--- src/rtl/perceptron_train_ctrl.sv ---
// Epoch-level training sequencer for a two-input perceptron datapath.
// Optional ERR_CNT_EN macro adds err_cnt, the update count of the last completed epoch.
module perceptron_train_ctrl #(
  parameter int N_SAMPLES = 4,
  parameter int ADDR_W    = 2,
  parameter int MAX_EPOCH = 15,
  parameter int EPOCH_W   = 4
) (
  input  logic               clk,
  input  logic               rst,
  input  logic               start,
  input  logic               mismatch,
  output logic [ADDR_W-1:0]  sample_addr,
  output logic               clr_w,
  output logic               ld_x,
  output logic               ld_t,
  output logic               ld_w,
  output logic               ld_b,
  output logic               busy,
  output logic               done,
  output logic               converged,
`ifdef ERR_CNT_EN
  output logic [ADDR_W:0]    err_cnt,
`endif
  output logic [EPOCH_W-1:0] epoch_cnt
);

  typedef enum logic [2:0] {
    S_IDLE, S_INIT, S_FETCH, S_EVAL, S_UPDATE, S_NEXT, S_CHECK, S_DONE
  } state_t;

  localparam logic [ADDR_W-1:0]  LAST_ADDR = ADDR_W'(N_SAMPLES - 1);
  localparam logic [EPOCH_W-1:0] MAX_E     = EPOCH_W'(MAX_EPOCH);

  state_t              state_q, state_d;
  logic [ADDR_W-1:0]   addr_q, addr_d;
  logic [EPOCH_W-1:0]  epoch_q, epoch_d;
  logic                changed_q, changed_d;
  logic                conv_q, conv_d;
  logic                clr_w_q, ld_x_q, ld_w_q, busy_q, done_q;
`ifdef ERR_CNT_EN
  logic [ADDR_W:0]     run_err_q, run_err_d;
  logic [ADDR_W:0]     err_q, err_d;
`endif

  always_comb begin
    state_d   = state_q;
    addr_d    = addr_q;
    epoch_d   = epoch_q;
    changed_d = changed_q;
    conv_d    = conv_q;
`ifdef ERR_CNT_EN
    run_err_d = run_err_q;
    err_d     = err_q;
`endif
    unique case (state_q)
      S_IDLE, S_DONE, S_INIT: begin
        // Run state is cleared on entry to INIT so the stale result vanishes as clr_w pulses.
        if (state_q == S_INIT || start) begin
          state_d   = (state_q == S_INIT) ? S_FETCH : S_INIT;
          addr_d    = '0;
          epoch_d   = '0;
          changed_d = 1'b0;
          conv_d    = 1'b0;
`ifdef ERR_CNT_EN
          run_err_d = '0;
          err_d     = '0;
`endif
        end
      end
      S_FETCH:  state_d = S_EVAL;
      S_EVAL:   state_d = mismatch ? S_UPDATE : S_NEXT;
      S_UPDATE: begin
        changed_d = 1'b1;
`ifdef ERR_CNT_EN
        run_err_d = run_err_q + 1'b1;
`endif
        state_d   = S_NEXT;
      end
      S_NEXT: begin
        if (addr_q == LAST_ADDR) begin
          addr_d  = '0;
          state_d = S_CHECK;
        end else begin
          addr_d  = addr_q + 1'b1;
          state_d = S_FETCH;
        end
      end
      S_CHECK: begin
        epoch_d = epoch_q + 1'b1;
`ifdef ERR_CNT_EN
        err_d     = run_err_q;
        run_err_d = '0;
`endif
        if (!changed_q) begin
          conv_d  = 1'b1;
          state_d = S_DONE;
        end else if (epoch_q + 1'b1 == MAX_E) begin
          conv_d  = 1'b0;
          state_d = S_DONE;
        end else begin
          changed_d = 1'b0;
          state_d   = S_FETCH;
        end
      end
      default: state_d = S_IDLE;
    endcase
  end

  // Strobes are decoded from the next state so they are registered yet still Moore-aligned.
  always_ff @(posedge clk) begin
    if (rst) begin
      state_q   <= S_IDLE;
      addr_q    <= '0;
      epoch_q   <= '0;
      changed_q <= 1'b0;
      conv_q    <= 1'b0;
      clr_w_q   <= 1'b0;
      ld_x_q    <= 1'b0;
      ld_w_q    <= 1'b0;
      busy_q    <= 1'b0;
      done_q    <= 1'b0;
`ifdef ERR_CNT_EN
      run_err_q <= '0;
      err_q     <= '0;
`endif
    end else begin
      state_q   <= state_d;
      addr_q    <= addr_d;
      epoch_q   <= epoch_d;
      changed_q <= changed_d;
      conv_q    <= conv_d;
      clr_w_q   <= (state_d == S_INIT);
      ld_x_q    <= (state_d == S_FETCH);
      ld_w_q    <= (state_d == S_UPDATE);
      busy_q    <= (state_d != S_IDLE) && (state_d != S_DONE);
      done_q    <= (state_d == S_DONE);
`ifdef ERR_CNT_EN
      run_err_q <= run_err_d;
      err_q     <= err_d;
`endif
    end
  end

  assign sample_addr = addr_q;
  assign epoch_cnt   = epoch_q;
  assign converged   = conv_q;
  assign clr_w       = clr_w_q;
  assign ld_x        = ld_x_q;
  assign ld_t        = ld_x_q;
  assign ld_w        = ld_w_q;
  assign ld_b        = ld_w_q;
  assign busy        = busy_q;
  assign done        = done_q;
`ifdef ERR_CNT_EN
  assign err_cnt     = err_q;
`endif

endmodule
--- config.mk ---
export PLATFORM = sky130hd
export DESIGN_NAME = perceptron_train_ctrl
export DESIGN_NICKNAME = d
export VERILOG_FILES = /design/src/rtl/perceptron_train_ctrl.sv
export SDC_FILE = /design/constraint.sdc
export NUM_CORES = 1
export LEC_CHECK = 0
export BUFFER_PORTS_ARGS = -buffer_cell sky130_fd_sc_hd__buf_4
export CORE_UTILIZATION = 30
export CTS_CLUSTER_SIZE = 28
export DETAILED_ROUTE_END_ITERATION = 6
export PLACE_DENSITY_LB_ADDON = 0.15
export SYNTH_ARGS = -nofsm -noshare
export SYNTH_HDL_FRONTEND = slang
export SYNTH_SLANG_ARGS = --single-unit
--- constraint.sdc ---
create_clock -name clk -period 1.7 [get_ports clk]
set_input_delay 0.255 -clock clk [delete_from_list [all_inputs] [get_ports clk]]
set_output_delay 0.255 -clock clk [all_outputs]
set_load 0.005 [all_outputs]
==> reports/results.ini <==
[sta]
worst_slack_ns=0.07461
finalSetupViolations=0
skew_ns=0.006769
relSlewSlack_pct=77.83
rsz0062_at_grt=false
whs_ns=0.2156
period_minus_slack_ns=1.625
finalHoldViolCount=0
slew_violations=0
timing.setup.tns_ns=0
worst_pin_slew_ns=0.3284
max_freq_mhz=615.2
finalCritPeriodShare_pct=95.61

[global_route]
grt_pass1_wl_um=3415
grt_max_degree=14
antenna_found_initial=0
overflow=0
grtUsageTotal_pct=13.34
grt_pass1_vias=728

[pwr]
combPwrFrac_pct=31.4
leakagePower_nw=0.4950
p_seq_share_pct=42.9
ir_drop_mv=0.4985
swShare_pct=30.50
power_density_nw_per_um2=851.1
p_sw_w=0.0003030
p_int_w=0.0006905
clkPwrFrac_pct=25.7

[routing]
ant_nets=0
drc=1
dr.first_iter.drc_count=20
wire_per_inst_um=12.86
firstDrtPassIters=6
totalWireLength_um=2070
vias_per_cell=5.199
via_count=837

[synthesis]
synthArstFlopShare_pct=0
synth-adder-area-share_pct=4.016
syn_area_um2=934.6
synth_top_family_by_area=simple AND/OR/NAND/NOR gates
synth-main-ff-cell=dfxtp_1
ys_types=43
ys_seq_area_share_pct=34.27
yosysWarnings=0
netlist_instances=107
synthXorXnorAreaFrac_pct=0
syn-num-nets=114
muxShareOfSynthArea_pct=0
synth_edf_count=0
synth-compound-area-share_pct=26.91
ys_ff_latch=16
synth_simple_gate_area_share_pct=28.92
avgSynthCellArea_um2=8.735

[critical_path]
r2r_end=done
reg2reg_slack_ns=0.07
r2r-start=state_q[2]
cp.required_ns=1.91
criticalPathCategory=register to register
worstSetupPathDepth=4
critPathCapture=done
path_delay_family=simple AND/OR/NAND/NOR gates
critPathSlowestCell=dfxtp_1
cpPeakStageDelay_ns=0.44
worstPathArrival_ns=1.84
setup.worst_path.start=state_q[2]
r2r_cells=4
path_buf_inv=0
worstPathMaxFanout=6
worstSetupEndpointType=register
cp_cell_sequence=and3b_2 > nand3_1 > o311a_4 > nor4b_4
crit_path_start_kind=register

[clocking]
cts_tree=built
cts_hold_buf=0
numClockSinks=16
clk_pin_slew_worst_paths_ns=0.10
post_cts_buffers=0
cts-root-buf=clkbuf_4
ctsResizeCount=0
cts_made_buffers=3
clock_latency_ns=0.29
clock_path_buffers=2
htreeDepth=1

[final_layout]
final_util_pct=40.92
regArea_um2=322.8
fillers=293
n_antenna_cell=0
drive_gt1_share_pct=32.31
fin_nets=138
multi_input_area_um2=559.3
area_delta_synth_final_pct=24.90

[floorplan]
io-pin-count=18
die_x_um=57.82
die_h_um=57.82
rows=19
dieArea_um2=3343
start_util_pct=32.76
core_um2=2853

[outcome]
outcome=finished, violations left
failed_checks=DRC

[place]
post-dp-hpwl_um=1508
gp_congestion=0.7534
io_buffers=17
dp_slack_ns=0.09829

[worst_hold_path]
hold_path.class=input port to register

[flow_run]
max_cap_viol_count=0

[kinds of logic (layout without fill, tap and decap cells)]
| kind of cell | Yosys count | in the layout |
|---|---|---|
| AND/OR/NAND/NOR | 44 | 44 |
| AO/OA/AOI/OAI | 33 | 33 |
| flip-flops | 16 | 16 |
| buffers and inverters | 11 | 34 |
| adder cells (fa/ha/maj) | 3 | 3 |
[state kept, by name, indices dropped and copies added (netlist names)]
| signal | flops |
|---|---|
| busy | 1 |
| changed_q | 1 |
| clr_w | 1 |
| converged | 1 |
| done | 1 |
| epoch_cnt | 4 |
| ld_b | 1 |
| ld_t | 1 |
| sample_addr | 2 |
| state_q | 3 |
[power groups by stage]
stage               Sequential (W)  Clock (W)  Combinational (W)
finish                    0.000427   0.000255           0.000312
detailed placement        0.000436          0           0.000312
global route              0.000431   0.000281           0.000345
floorplan                 0.000433          0           0.000212
global placement          0.000435          0           0.000308
CTS                       0.000427   0.000267           0.000314
[Yosys cell counts, drive strengths merged, types with 2 or more instances]
cell | instances | share of area [%]
o22ai | 2 | 1.3
inv | 4 | 1.6
or2 | 2 | 1.3
clkbuf | 2 | 0.80
a21bo | 2 | 2.1
a21oi | 11 | 5.9
nor2b | 3 | 2.0
ha | 3 | 4.0
and2 | 3 | 2.3
nand2 | 5 | 2.3
nand2b | 2 | 1.3
nand3 | 3 | 1.6
o21ai | 3 | 1.6
nand3b | 3 | 2.4
nor4b | 2 | 4.1
o311a | 2 | 4.6
nor3 | 4 | 2.1
nor2 | 11 | 4.4
dfxtp | 16 | 34
buf | 5 | 3.5
o21bai | 2 | 1.6
[layout make-up]
| type | instances | share of cell area [%] |
|---|---|---|
| multi-input cells | 80 | 47.91 |
| flip-flops and latches | 16 | 27.65 |
| repair buffers | 26 | 16.72 |
| well taps | 31 | 3.323 |
| clock buffers | 4 | 3.108 |
| inverters | 4 | 1.286 |
[stage by stage]
stage	std cells	power (W)	instance area (um2)
2_1_floorplan	107	0.0006458	934.6
6_report	161	0.0009935	1167
3_5_place_dp	157	0.0007479	1129
3_3_place_gp	157	0.0007438	1129
5_1_grt	161	0.001057	1167
4_1_cts	161	0.001008	1165
[how the worst min path moves through the flow]
stage	startpoint	depth (start not counted)	slack, ns	endpoint
floorplan	start	2	0.42	busy
global placement	sample_addr[1]	2	0.52	sample_addr[1]
detailed placement	sample_addr[1]	2	0.52	sample_addr[1]
CTS	rst	2	0.21	epoch_cnt[2]
global route	rst	2	0.21	changed_q
finish	rst	2	0.22	epoch_cnt[2]
[worst reg2reg max path: cells and delay by family (launching register included)]
family	cells	cell delay, ns
AOI/OAI and AO/OA	1	0.39
DFF	1	0.44
and+or+nand+nor	3	0.71
[per-layer routing]
metal	routed length (um)	track usage, %
met3	79	4.688
met4	22	3.061
met1	1043	17.98
met2	925	20.53
met5	0	0
[layout by cell type, fill, tap and decap left out, types with 2 or more instances in the layout]
cell	n
buf_4	26
dfxtp_1	14
nor2_1	11
a21oi_1	11
inv_1	4
nand2_1	4
nor3_1	4
nor2b_1	3
nand3b_1	3
nand3_1	3
o21ai_0	3
ha_1	3
clkbuf_4	3
o21bai_1	2
or2_2	2
o22ai_1	2
o311a_4	2
nand2b_1	2
and2_1	2
dfxtp_2	2
No activity file was read; power rests on OpenSTA's default activity.
